## src/rtl/dz_pkg.sv

```systemverilog
// Shared types and glyph data for the bi-colour dot-matrix scan controller.
// Glyphs are stored row0..row7 from the most significant byte down; bit7 is the leftmost column.
package dz_pkg;

    typedef enum logic [1:0] {
        COL_OFF = 2'd0,
        COL_RED = 2'd1,
        COL_GRN = 2'd2,
        COL_YEL = 2'd3
    } col_t;

    localparam logic [3:0] GLYPH_BLANK = 4'hF;
    localparam int         NUM_ROWS    = 8;

    function automatic logic [63:0] glyph_rows(input logic [3:0] code);
        case (code)
            4'd0:    return 64'h3C6666666666663C;
            4'd1:    return 64'h183818181818187E;
            4'd2:    return 64'h3C66060C1830607E;
            4'd3:    return 64'h3C66061C0606663C;
            4'd4:    return 64'h0C1C3C6C7E0C0C0C;
            4'd5:    return 64'h7E607C060606663C;
            4'd6:    return 64'h3C66607C6666663C;
            4'd7:    return 64'h7E060C1830303030;
            4'd8:    return 64'h3C66663C6666663C;
            4'd9:    return 64'h3C6666663E06663C;
            default: return 64'h0;
        endcase
    endfunction

    function automatic logic [7:0] glyph_row(input logic [3:0] code, input logic [2:0] row);
        logic [63:0] w_rows;
        w_rows = glyph_rows(code);
        return w_rows[8*(7 - int'(row)) +: 8];
    endfunction

endpackage

```

## src/rtl/dz_scan_ctrl_if.sv

```systemverilog
// Control/display bundle between the digit logic (master) and the scan controller (slave).
interface dz_scan_ctrl_if #(
    parameter int PWM_BITS = 2
);
    logic [3:0]          num;
    logic [1:0]          color;
    logic [PWM_BITS-1:0] bright;
    logic                load;
    logic [7:0]          row;
    logic [7:0]          colr;
    logic [7:0]          colg;
    logic                frame_done;

    modport master (
        output num, color, bright, load,
        input  row, colr, colg, frame_done
    );

    modport slave (
        input  num, color, bright, load,
        output row, colr, colg, frame_done
    );
endinterface

```

## src/rtl/dz_glyph_rom.sv

```systemverilog
// Combinational glyph lookup: (code, row) -> column bits; codes 10-15 read as blank.
module dz_glyph_rom
    import dz_pkg::*;
(
    input  logic [3:0] i_code,
    input  logic [2:0] i_row,
    output logic [7:0] o_bits
);

    always_comb begin
        o_bits = '0;
        if (i_code < 4'd10) begin
            o_bits = glyph_row(i_code, i_row);
        end
    end

endmodule

```

## src/rtl/dz_scan_ctrl.sv

```systemverilog
// 8x8 red/green dot-matrix scanner: per-row PWM lit window, optional blanking gap,
// and glyph/colour/brightness changes applied only at frame boundaries.
module dz_scan_ctrl
    import dz_pkg::*;
#(
    parameter int PWM_BITS   = 2,
    parameter int BLANK_CYC  = 1,
    parameter int ROW_ACT_LO = 1
) (
    input  logic           clk,
    input  logic           rst,
    dz_scan_ctrl_if.slave  bus
);

    localparam int         LIT_CYC  = 2 ** PWM_BITS;
    localparam int         T_CYC    = LIT_CYC + BLANK_CYC;
    localparam int         PH_W     = (T_CYC > 1) ? $clog2(T_CYC) : 1;
    localparam logic [PH_W-1:0] PH_LAST = PH_W'(T_CYC - 1);
    localparam logic [7:0] ROW_IDLE = (ROW_ACT_LO != 0) ? 8'hFF : 8'h00;

    logic [2:0]          r_row_idx;
    logic [PH_W-1:0]     r_phase;

    logic [3:0]          r_pend_num;
    col_t                r_pend_col;
    logic [PWM_BITS-1:0] r_pend_bright;
    logic [3:0]          r_act_num;
    col_t                r_act_col;
    logic [PWM_BITS-1:0] r_act_bright;

    logic [7:0]          r_row;
    logic [7:0]          r_colr;
    logic [7:0]          r_colg;
    logic                r_frame_done;

    logic [7:0]          w_bits;
    logic [7:0]          w_sel;
    logic                w_lit;
    logic                w_on;
    logic                w_frame_end;

    dz_glyph_rom u_rom (
        .i_code (r_act_num),
        .i_row  (r_row_idx),
        .o_bits (w_bits)
    );

    always_comb begin
        w_sel       = 8'b0000_0001 << r_row_idx;
        w_lit       = ({1'b0, r_phase} < (PH_W + 1)'(LIT_CYC));
        w_on        = w_lit && (r_phase <= PH_W'(r_act_bright));
        w_frame_end = (r_row_idx == 3'd7) && (r_phase == PH_LAST);
    end

    always_ff @(posedge clk or posedge rst) begin
        if (rst) begin
            r_row_idx     <= '0;
            r_phase       <= '0;
            r_pend_num    <= GLYPH_BLANK;
            r_pend_col    <= COL_OFF;
            r_pend_bright <= '0;
            r_act_num     <= GLYPH_BLANK;
            r_act_col     <= COL_OFF;
            r_act_bright  <= '0;
            r_row         <= ROW_IDLE;
            r_colr        <= '0;
            r_colg        <= '0;
            r_frame_done  <= 1'b0;
        end else begin
            if (bus.load) begin
                r_pend_num    <= bus.num;
                r_pend_col    <= col_t'(bus.color);
                r_pend_bright <= bus.bright;
            end

            // A load coinciding with the boundary bypasses pending so it lands in the next frame.
            if (w_frame_end) begin
                r_act_num    <= bus.load ? bus.num            : r_pend_num;
                r_act_col    <= bus.load ? col_t'(bus.color)  : r_pend_col;
                r_act_bright <= bus.load ? bus.bright         : r_pend_bright;
            end

            if (r_phase == PH_LAST) begin
                r_phase   <= '0;
                r_row_idx <= r_row_idx + 3'd1;
            end else begin
                r_phase <= r_phase + PH_W'(1);
            end

            r_row        <= w_lit ? ((ROW_ACT_LO != 0) ? ~w_sel : w_sel) : ROW_IDLE;
            r_colr       <= (w_on && r_act_col[0]) ? w_bits : 8'h00;
            r_colg       <= (w_on && r_act_col[1]) ? w_bits : 8'h00;
            r_frame_done <= (r_row_idx == 3'd0) && (r_phase == '0);
        end
    end

    assign bus.row        = r_row;
    assign bus.colr       = r_colr;
    assign bus.colg       = r_colg;
    assign bus.frame_done = r_frame_done;

endmodule

```

## src/flat_wrapper.sv

```systemverilog
// flat-port wrapper written by rule: the top's interface ports become plain ports
module dz_scan_ctrl_flat import dz_pkg::*;
#(
    parameter int PWM_BITS   = 2,
    parameter int BLANK_CYC  = 1,
    parameter int ROW_ACT_LO = 1
)
  (clk, rst, bus_num, bus_color, bus_bright, bus_load, bus_row, bus_colr, bus_colg, bus_frame_done);
  dz_scan_ctrl_if #(.PWM_BITS(PWM_BITS)) bus_i ();
  input  logic clk;
  input  logic rst;
  input wire logic [$bits(bus_i.num)-1:0] bus_num;
  input wire logic [$bits(bus_i.color)-1:0] bus_color;
  input wire logic [$bits(bus_i.bright)-1:0] bus_bright;
  input wire logic [$bits(bus_i.load)-1:0] bus_load;
  output wire logic [$bits(bus_i.row)-1:0] bus_row;
  output wire logic [$bits(bus_i.colr)-1:0] bus_colr;
  output wire logic [$bits(bus_i.colg)-1:0] bus_colg;
  output wire logic [$bits(bus_i.frame_done)-1:0] bus_frame_done;
  assign bus_i.num = bus_num;
  assign bus_i.color = bus_color;
  assign bus_i.bright = bus_bright;
  assign bus_i.load = bus_load;
  assign bus_row = bus_i.row;
  assign bus_colr = bus_i.colr;
  assign bus_colg = bus_i.colg;
  assign bus_frame_done = bus_i.frame_done;
  dz_scan_ctrl #(.PWM_BITS(PWM_BITS), .BLANK_CYC(BLANK_CYC), .ROW_ACT_LO(ROW_ACT_LO)) u_core (.clk(clk), .rst(rst), .bus(bus_i));
endmodule
```

## config.mk

```make
export PLATFORM = sky130hd
export DESIGN_NAME = dz_scan_ctrl_flat
export DESIGN_NICKNAME = d
export VERILOG_FILES = /design/src/rtl/dz_pkg.sv /design/src/rtl/dz_scan_ctrl_if.sv /design/src/rtl/dz_glyph_rom.sv /design/src/rtl/dz_scan_ctrl.sv /design/src/flat_wrapper.sv
export SDC_FILE = /design/constraint.sdc
export NUM_CORES = 1
export LEC_CHECK = 0
export BUFFER_PORTS_ARGS = -buffer_cell sky130_fd_sc_hd__buf_2
export CAP_MARGIN = 15
export CELL_PAD_IN_SITES_DETAIL_PLACEMENT = 1
export CELL_PAD_IN_SITES_GLOBAL_PLACEMENT = 1
export CORE_MARGIN = 2
export CORE_UTILIZATION = 45
export DETAILED_ROUTE_END_ITERATION = 10
export PLACE_DENSITY = 0.79
export SLEW_MARGIN = 20
export SYNTH_ARGS = -nofsm -noshare
export SYNTH_HDL_FRONTEND = slang
export SYNTH_SLANG_ARGS = --single-unit
```

## constraint.sdc

```tcl
create_clock -name clk -period 2.4 [get_ports clk]
set_input_delay 0.24 -clock clk [delete_from_list [all_inputs] [get_ports clk]]
set_output_delay 0.24 -clock clk [all_outputs]
set_load 0.005 [all_outputs]
```

Word-level counts from Yosys, hierarchy flattened:

Memories as Yosys holds them, arrays and structs flattened.
Index checks and enable logic that the tools add are counted.

* memories kept: 1
* input port bits: 11
* flip-flop bits (word level): 47
* memory bits (read-only): 768

Memory list
* (no name shown): depth 16, bits a word 48, read ports 1, clocked after memory_dff 0, wr ports 0, line dz_pkg.sv:16 `case (code)`

* shift operators: 2
* equal/unequal tests: 2
* muxes and demuxes: 9
* add/subtract/negate cells: 3
* magnitude comparators: 3
* reductions and logical operators: 7
* bitwise gates (word level): 1

Operators with widths (count)
* 2-to-1 mux 64 bit: 1
* indexed part select 64 x 7 -> 8 bit: 1
* 2-to-1 mux 8 bit: 4
* inverter 8 bit: 1
* << shifter 1 x 3 -> 8 bit (first input constant): 1
* adder 3 x 1 -> 3 bit (second input constant): 2
* == test 3 bit (second input constant): 2
* logical NOT 3 bit: 2
* logical AND 1 bit: 5
* < comparator 4 bit (second input constant): 1
* 2-to-1 mux 2 bit: 2
* 2-to-1 mux 4 bit: 1
* subtractor 3 x 3 -> 4 bit (first input constant): 1
* less-or-equal comparator 3 x 2 -> 1 bit: 1
* < comparator 3 bit (second input constant): 1
* 2-to-1 mux 3 bit: 1

Logic depth before layout (Yosys ltp):

Gate-level depths: netlist of run 1.

* word-level depth: 5
* mapped depth: 9
* mapped depth without buffers: 7

Hierarchy:

From an unflattened synthesis of run 1, not the netlist that was laid out.

* cell total of the unflattened synthesis: 281
* area total of the unflattened synthesis: 2758.9 um2

Modules (own cells, without submodules)
* dz_scan_ctrl: area each 1866.8 um2, times used 1, cells an instance 143, sequential area each 1196.1 um2
* dz_glyph_rom: area each 892.1 um2, times used 1, cells an instance 138, sequential area each 0.0 um2

Least setup slack after synthesis of run 1:

Ideal clock, no wire load.

* kind: flip-flop to flip-flop
* start point: register u_core.r_act_num[0]
* end point: register u_core.r_colg[5], in the netlist u_core.bus.colg[5]
* stages on the path, launching flop included: 10
* arrival: 2017 ps
* slack: 258 ps
* period minus slack after synthesis: 2142 ps
* cell sequence: dfstp_2 clkbuf_2 inv_1 ha_1 buf_2 nand2b_1 a211o_1 o21ai_0 nor2_1 nor3b_1

* longest elaborated chain between the ends: 5

Ends and longest elaborated chain
* start, declared: line dz_scan_ctrl.sv:27 `logic [3:0] r_act_num;`
* start signal, assigned: line dz_scan_ctrl.sv:78 `r_act_num <= bus.load ? bus.num : r_pend_num;`
* memory read (16 x 48 bit)
* 2-to-1 mux 64 bit: line dz_glyph_rom.sv:12 `if (i_code < 4'd10) begin`
* indexed part select 64 x 7 -> 8 bit: line dz_pkg.sv:34 `return w_rows[8*(7 - int'(row)) +: 8];`
* 2-to-1 mux 8 bit *: line dz_glyph_rom.sv:12
* 2-to-1 mux 8 bit *: line dz_scan_ctrl.sv:92 `r_colg <= (w_on && r_act_col[1]) ? w_bits : 8'h00;`
* end signal, assigned: line dz_scan_ctrl.sv:92
* end, declared: line dz_scan_ctrl.sv:33 `logic [7:0] r_colg;`

Mark *: on every way between the ends. The rest lies on a longest branch, timed or not. The select of a mux whose other input is x is not followed.
A chain may end at the register's enable or synchronous reset.

Worst setup path after layout of run 1:

* start point: register u_core.r_act_num[1]
* end point: register u_core.r_colg[6], in the netlist u_core.bus.colg[6]

The elaborated chain is that of the path after synthesis.

==> impl_metrics.json, run 1 <==
{
  "outcome": "finished, final reports clean",
  "cp.required_ns": 2.60,
  "dr.pass1.iters": 4,
  "p_leak_uw": 0.00129,
  "io_pins": 36,
  "dieArea_um2": 6420,
  "max_freq_mhz": 460,
  "viasPerCell": 5.68,
  "grt_max_degree": 44,
  "finalCriticalPeriod_ns": 2.17,
  "clk_pin_slew_ns": 0.08,
  "path_depth": 7,
  "num_vias": 2051,
  "r2r_cells": 7,
  "cp_max_fo": 9,
  "crit_type": "flop to flop",
  "period_share_pct": 90.5,
  "critPathMaxStageDelay_ns": 0.53,
  "route.detailed.drc": 0,
  "portBuffers": 31,
  "startpoint": "u_core.r_act_num[1]$_DFFE_PP1P_",
  "cp_num_buf_inv": 1,
  "cts_tree": "yes",
  "diodes": 0,
  "rsz0062_at_grt": "no",
  "ir_drop_v": 0.000442,
  "fp-row-count": 27,
  "worstSetupEndpoint": "u_core.bus.colg[6]$_DFF_PP0_",
  "skew_ns": 0.00804,
  "grt_usage_pct": 21.0,
  "area_delta_synth_final_pct": 10.2,
  "cts_setup_buffers": 0,
  "final_antenna_net_count": 0,
  "r2r_setup_slack_ns": 0.23,
  "cts_max_path_buffers": 2,
  "cpMaxStageDelayCell": "dfstp_2",
  "dp_hpwl_um": 4460,
  "ys.flop_type": "dfrtp_1",
  "max-cap-violations": 0,
  "cp_top_family": "flip-flops",
  "hp-class": "input port to async pin",
  "grt_pass1_wl_um": 10600,
  "cts_sinks": 43,
  "synth_area_leader_cell": "dfrtp_1",
  "ctsRootBufferMaster": "clkbuf_8",
  "drt-total-wl_um": 6230,
  "hold_viol": 0,
  "grt-ovfl-total": 0,
  "slew_headroom_pct": 60.0,
  "end_kind": "flop",
  "grt_pass1_vias": 2122,
  "start_util_pct": 47.1,
  "htree_levels": 2,
  "postSynth.asyncResetShare_pct": 100,
  "ys_warn_count": 0,
  "clk_latency_ns": 0.29,
  "crit_chain": "inv_1 > ha_1 > nand2b_1 > a21oi_1 > o311ai_1 > a311oi_2 > nor3_1",
  "syn_inst": 262,
  "layout-drive-gt1-share_pct": 28.7,
  "synth_area_leaders": "dfrtp_1, dfstp_2, ha_1, mux2_2, nor2_1",
  "cts_resized": 0,
  "gp_congestion": 0.957,
  "arrival_ns": 2.37,
  "core_um2": 5540,
  "synth_cell_types": 60,
  "postSynthAreaPerCell_um2": 9.96,
  "synth_top_area_share_pct": 25.9,
  "synth_area_um2": 2610,
  "ys_ff_latch": 43,
  "finalSetupViolCount": 0,
  "finalMaxSlewViolations": 0,
  "reg2reg_from": "u_core.r_act_num[1]$_DFFE_PP1P_",
  "ctsHoldBuffers": 0,
  "powerDensity_nw_per_um2": 583,
  "fill_cells": 645,
  "whs_ns": 0.0729,
  "die_w_um": 80.2,
  "startpoint_type": "flop",
  "synth-edff-count": 0,
  "routedWlPerCell_um": 17.2,
  "numCtsBuffers": 5,
  "layout.nets": 316,
  "chipHeight_um": 80.2,
  "antenna_found_initial": 0,
  "timing.rr.end": "u_core.bus.colg[6]$_DFF_PP0_",
  "setup-tns-final_ns": 0,
  "ys_seq_area_share_pct": 42.0,
  "drt_iter0_markers": 196,
  "worstMarginPinSlew_ns": 0.600
}
[power breakdown]
group	total [uW]	switching (uW)	internal, uW
registers	809	34.4	774
clock network	580	243	337
logic	290	166	123
[logic make-up after synthesis]
family	Yosys count	share of synthesized area, %
adder cells (fa/ha/maj)	17	8.15
AND/OR/NAND/NOR	82	16.4
flip-flops	43	42.0
buffers and inverters	34	7.86
other	1	0.144
multiplexers	17	7.14
AO/OA/AOI/OAI	67	17.9
XOR/XNOR	1	0.336
[worst min-delay path by stage]
stage / start / cells after the start / endpoint
4_1_cts: rst / 3 / u_core.bus.colr[1]$_DFF_PP0_
3_3_place_gp: rst / 3 / u_core.bus.colg[1]$_DFF_PP0_
3_5_place_dp: rst / 3 / u_core.bus.colr[1]$_DFF_PP0_
6_report: rst / 3 / u_core.r_row_idx[2]$_DFFE_PP0P_
2_1_floorplan: bus_bright[0] / 1 / u_core.r_pend_bright[0]$_DFF_PP0_
5_1_grt: rst / 3 / u_core.r_row_idx[2]$_DFFE_PP0P_
[synthesized netlist by cell type (2+ instances only)]
library cell  instances
o311ai_1              3
o22ai_1               2
buf_4                 7
nand2_1              16
buf_6                 6
a21boi_0              2
dfstp_2              16
buf_2                 3
nor3_1                3
nand3_1               4
a21oi_1              14
a31oi_1               5
nor2b_1               8
mux2_2               13
nor3b_1               3
ha_1                 17
nand4_1               2
clkinv_1              2
nand3b_1              7
o211ai_1              3
nand2b_1              9
a221oi_1              2
inv_1                 9
a211o_1               4
mux2i_1               4
dfrtp_1              27
nor2_1               23
o21ai_0              12
clkbuf_1              3
clkbuf_2              2
o32ai_1               2
[state kept, by name (all words and copies together) (netlist names), 2 cells and up]
register / cells
u_core.bus.row: 8
u_core.r_act_num: 4
u_core.bus.colg: 6
u_core.r_act_col: 2
u_core.r_pend_bright: 2
u_core.r_pend_col: 2
u_core.r_pend_num: 4
u_core.r_phase: 3
u_core.r_act_bright: 2
u_core.bus.colr: 6
u_core.r_row_idx: 3
[cell type report]
cell class                 instances  area [um^2]  share of cell area (%)
multi-input combinational        188         1320                    45.9
sequential                        43         1100                    38.1
timing repair buffer              38          208                    7.22
tap                               72         90.1                    3.13
clock buffer                       6         82.6                    2.87
inverter                          12         45.0                    1.57
clock inverter                     2         35.0                    1.22
[layout by cell type (no fill, tap or decap), drive strengths merged, types with 3 or more instances in the layout]
cell	Yosys	layout
nand3	4	4
inv	10	10
clkinv	2	3
ha	17	17
o211ai	3	3
nor2	23	23
conb	1	4
dfstp	16	16
o21ai	14	14
o311ai	4	4
nand2b	10	10
mux2	13	13
dfrtp	27	27
a21oi	15	15
clkbuf	5	6
buf	17	38
nor2b	9	9
a31oi	5	5
nor3b	3	3
nand2	17	17
a211o	4	4
nor3	3	3
nand3b	7	7
mux2i	4	4
[routing by layer]
metal / track usage, % / part of all wire [%] / routed length, um / up-vias
li1: - / - / - / 968
met5: 0 / 0 / 0 / -
met4: 4.92 / 0.88 / 55 / 0
met3: 4.04 / 6.5 / 403 / 6
met2: 35.1 / 48 / 2980 / 71
met1: 28.2 / 45 / 2790 / 1006
[worst reg2reg max path: stages (launching register included)]
cell and delay, ns:
dfstp_2 0.53, inv_1 0.12, ha_1 0.48, nand2b_1 0.24
a21oi_1 0.09, o311ai_1 0.31, a311oi_2 0.09, nor3_1 0.23
[through the flow]
step / std cells / setup slack (ns) / total power (uW) / util [%] / cell area, um^2
2_1_floorplan: 265 / 0.258 / 1040 / - / 2620
3_3_place_gp: 353 / 0.320 / 1100 / 49.8 / 2760
3_5_place_dp: 353 / 0.258 / 1110 / 49.8 / 2760
4_1_cts: 361 / 0.232 / 1690 / 51.9 / 2880
5_1_grt: 361 / 0.0681 / 1760 / 51.9 / 2880
6_report: 361 / 0.227 / 1680 / 51.9 / 2880
Note: power is estimated with default switching activity, not from simulation.
==> run 2: changes to the inputs <==
PLACE_DENSITY = 0.8   (was 0.79)
==> impl_metrics.json, run 2 (same netlist as run 1, synthesis figures left out) <==
{
  "outcome": "finished, final reports clean",
  "skew_ns": 0.00943,
  "slew_headroom_pct": 58.7,
  "worstMarginPinSlew_ns": 0.612,
  "dr.pass1.iters": 4,
  "timing.rr.end": "u_core.bus.colr[4]$_DFF_PP0_",
  "max_freq_mhz": 442,
  "drt-total-wl_um": 6440,
  "grt_pass1_vias": 2146,
  "period_share_pct": 94.4,
  "cp_max_fo": 6,
  "crit_chain": "inv_1 > ha_1 > nand2b_2 > a21oi_1 > o311ai_0 > o2bb2ai_1 > nor2b_1",
  "portBuffers": 31,
  "met1_usage_pct": 28.6,
  "cts_max_path_buffers": 2,
  "critPathMaxStageDelay_ns": 0.55,
  "grt-ovfl-total": 0,
  "gp_congestion": 0.932,
  "final_cell_mix": "buf_2, dfrtp_1, nor2_1",
  "hold_viol": 0,
  "max-cap-violations": 0,
  "whs_ns": 0.0791,
  "place_inst": 354,
  "p_leak_uw": 0.00128,
  "route.detailed.drc": 0,
  "viasPerCell": 5.73,
  "finalCoreUtilization_pct": 51.9,
  "cp.required_ns": 2.58,
  "drt_iter0_markers": 228,
  "layout-drive-gt1-share_pct": 29.3,
  "finalMaxSlewViolations": 0,
  "final_antenna_net_count": 0,
  "arrival_ns": 2.44,
  "cts_sinks": 43,
  "reg2reg_from": "u_core.r_act_num[1]$_DFFE_PP1P_",
  "finalSetupViolCount": 0,
  "cts_tree": "yes",
  "largest_reg_flops": 8,
  "ctsHoldBuffers": 0,
  "routedWlPerCell_um": 17.8,
  "final_common_cell": "buf_2",
  "r2r_setup_slack_ns": 0.14,
  "finalCriticalPeriod_ns": 2.26,
  "r2r_cells": 7,
  "startpoint_type": "flop",
  "hp-class": "input port to async pin",
  "end_kind": "flop",
  "io_pins": 36,
  "dp_hpwl_um": 4630,
  "crit_type": "flop to flop",
  "final_cells": 362,
  "die_w_um": 80.2,
  "clk_pin_slew_ns": 0.09,
  "cts_setup_buffers": 0,
  "clk_latency_ns": 0.30,
  "htree_levels": 2,
  "grt_usage_pct": 21.6,
  "fp-row-count": 27,
  "antenna_found_initial": 0,
  "p_total_uw": 1600,
  "layout.nets": 317,
  "core_um2": 5540,
  "ir_drop_v": 0.000410,
  "powerDensity_nw_per_um2": 556,
  "numCtsBuffers": 5,
  "grt.met2_usage_pct": 36.8,
  "cpMaxStageDelayCell": "o311ai_0",
  "use_met3_pct": 3.60,
  "worstSetupEndpoint": "u_core.bus.colr[4]$_DFF_PP0_",
  "chipHeight_um": 80.2,
  "area_delta_synth_final_pct": 10.2,
  "diodes": 0,
  "grt_max_degree": 44,
  "dieArea_um2": 6420,
  "start_util_pct": 47.1,
  "grt_pass1_wl_um": 10800,
  "busiest_layer": "met2",
  "setup-tns-final_ns": 0,
  "rsz0062_at_grt": "no",
  "startpoint": "u_core.r_act_num[1]$_DFFE_PP1P_",
  "ctsRootBufferMaster": "clkbuf_8",
  "cts_resized": 0,
  "num_vias": 2073
}
-- run 2: cell count changes in the layout (fill, tap and decap cells not counted), sizes merged --
cell,delta
bufinv,-1
buf,+1
inv,+1
-- run 2: power by group --
group | switching (uW) | total, uW | internal [uW]
clock | 257 | 493 | 235
sequential | 39.4 | 814 | 775
combinational | 164 | 291 | 127
total | 461 | 1600 | 1140
-- run 2: worst min-delay path by stage --
stage	from	to	slack, ns	depth (start not counted)
2_1_floorplan	bus_bright[0]	u_core.r_pend_bright[0]$_DFF_PP0_	0.41	1
3_3_place_gp	rst	u_core.bus.colr[3]$_DFF_PP0_	0.38	3
3_5_place_dp	rst	u_core.r_row_idx[2]$_DFFE_PP0P_	0.42	3
4_1_cts	rst	u_core.r_row_idx[2]$_DFFE_PP0P_	0.09	3
5_1_grt	rst	u_core.bus.colr[5]$_DFF_PP0_	0.13	3
6_report	rst	u_core.r_phase[2]$_DFF_PP0_	0.08	3
-- run 2: stage by stage --
step	cell area, um^2	setup slack (ns)
after floorplan	2620	0.258
after global placement	2770	0.207
after detailed placement	2770	0.125
after CTS	2860	0.101
after global routing	2880	0.0326
final	2880	0.135
-- run 2: critical path: cells and delay by family (launching register included) --
kind | cells | cell delay [ns]
AO/OA/AOI/OAI | 3 | 0.83
adder cells (fa/ha/maj) | 1 | 0.31
buffers and inverters | 1 | 0.14
AND/OR/NAND/NOR | 2 | 0.35
flip-flops | 1 | 0.53
-- run 2: final cells by class --
class / count / area, um^2
clock buffer: 6 / 82.6
clock inverter: 2 / 13.8
fill: 650 / 2670
inverter: 12 / 45.0
multi-input combinational: 188 / 1330
sequential: 43 / 1100
tap: 72 / 90.1
timing repair buffer: 39 / 215
-- run 2: metal layers --
metal / vias to the layer above / share of wire (%)
met5: - / 0
met4: 0 / 1.2
met3: 9 / 5.0
met2: 57 / 49
met1: 1038 / 45
li1: 969 / -
==> run 3: changes to the inputs <==
clock period = 2.3 ns   (was 2.4 ns; I/O delays follow)
==> impl_metrics.json, run 3 (same netlist as run 1, synthesis figures left out) <==
{
  "cts_setup_buffers": 0,
  "hp-class": "input port to async pin",
  "numCtsBuffers": 5,
  "chipHeight_um": 80.2,
  "max_freq_mhz": 473,
  "grt_pass1_wl_um": 10900,
  "grt_usage_pct": 22.0,
  "core_um2": 5540,
  "reg2reg_from": "u_core.r_act_num[0]$_DFFE_PP1P_",
  "clk_pin_slew_ns": 0.09,
  "fill_cells": 640,
  "cts_max_path_buffers": 2,
  "cp_max_fo": 9,
  "hold_viol": 0,
  "grt_pass1_vias": 2164,
  "slew_headroom_pct": 64.1,
  "whs_ns": 0.0847,
  "area_delta_synth_final_pct": 12.4,
  "htree_levels": 2,
  "portBuffers": 31,
  "period_share_pct": 91.9,
  "fp-row-count": 27,
  "arrival_ns": 2.33,
  "layout-drive-gt1-share_pct": 30.3,
  "multi_input_area_um2": 1320,
  "max-cap-violations": 0,
  "pre_cts_ws_ns": 0.187,
  "setup-tns-final_ns": 0,
  "largest_reg_flops": 8,
  "antenna_found_initial": 0,
  "cts_sinks": 43,
  "end_kind": "flop",
  "grt-ovfl-total": 0,
  "clk_latency_ns": 0.31,
  "seq_area_um2": 1100,
  "dieArea_um2": 6420,
  "cts_tree": "yes",
  "rsz0062_at_grt": "no",
  "p_leak_uw": 0.00131,
  "ctsRootBufferMaster": "clkbuf_8",
  "design_area_um2": 2930,
  "r2r_cells": 7,
  "finalMaxSlewViolations": 0,
  "ir_drop_v": 0.000304,
  "diodes": 0,
  "drt-total-wl_um": 6500,
  "finalSetupViolCount": 0,
  "ctsHoldBuffers": 0,
  "routedWlPerCell_um": 17.8,
  "timing.rr.end": "u_core.bus.colr[6]$_DFF_PP0_",
  "powerDensity_nw_per_um2": 612,
  "dpl_cell_area_um2": 2810,
  "startpoint_type": "flop",
  "startpoint": "u_core.r_act_num[0]$_DFFE_PP1P_",
  "cp.required_ns": 2.51,
  "io_pins": 36,
  "dr.pass1.iters": 4,
  "r2r_setup_slack_ns": 0.19,
  "dp_hpwl_um": 4660,
  "outcome": "finished, final reports clean",
  "viasPerCell": 5.67,
  "final_cell_mix": "buf_2, dfrtp_1, nor2_1",
  "die_w_um": 80.2,
  "crit_type": "flop to flop",
  "layout.nets": 321,
  "final_common_cell": "buf_2",
  "final.setup.worst_slack_ns": 0.186,
  "route.detailed.drc": 0,
  "finalCriticalPeriod_ns": 2.11,
  "final_antenna_net_count": 0,
  "drt_iter0_markers": 201,
  "gp_congestion": 0.971,
  "num_vias": 2075,
  "skew_ns": 0.0121,
  "worstMarginPinSlew_ns": 0.539,
  "start_util_pct": 47.1,
  "grt_max_degree": 44
}
## run 3: worst max-delay path by stage
stage,to
finish,u_core.bus.colr[6]$_DFF_PP0_
CTS,u_core.bus.colr[6]$_DFF_PP0_
global placement,u_core.bus.colg[6]$_DFF_PP0_
detailed placement,u_core.bus.colr[6]$_DFF_PP0_
global route,u_core.bus.colr[6]$_DFF_PP0_
floorplan,u_core.bus.colg[5]$_DFF_PP0_
## run 3: where the power goes
group | switching [uW] | leakage, uW | internal (uW)
Sequential | 37.1 | 0.000515 | 808
Combinational | 177 | 0.000737 | 137
Clock | 278 | 0.0000618 | 357
## run 3: per-layer routing
metal	vias up	wire, um	part of all wire, %	track usage (%)
met1	1034	2890	44	29.3
li1	979	-	-	-
met5	-	0	0	0
met3	6	316	4.9	4.16
met4	0	62	0.95	5.08
met2	56	3240	50	37.2
## run 3: critical path: stages, from the launching register on
cell and delay [ns]:
dfstp_2 0.54, inv_1 0.08, ha_2 0.44, nand2b_1 0.23
a21oi_1 0.11, o311ai_1 0.34, a311oi_2 0.08, nor3_1 0.20
## run 3: repair_timing
action                     in CTS  in global routing
hold endpoints to repair        0                  0
setup endpoints to repair       0                  4
gates resized for setup         0                  2
## run 3: stage by stage
| stage | power, uW | util, % | std cells |
|---|---|---|---|
| floorplan | 1080 | - | 265 |
| global placement | 1150 | 50.7 | 358 |
| detailed placement | 1170 | 50.7 | 358 |
| CTS | 1810 | 52.9 | 366 |
| global route | 1870 | 53.0 | 366 |
| finish | 1790 | 53.0 | 366 |
## run 3: final cells by class
type | count | area share (%)
Clock buffer | 6 | 2.81
Inverter | 12 | 1.54
Sequential cell | 43 | 37.4
Tap cell | 72 | 3.07
Multi-Input combinational cell | 188 | 45.1
Clock inverter | 2 | 1.32
Timing Repair Buffer | 43 | 8.78
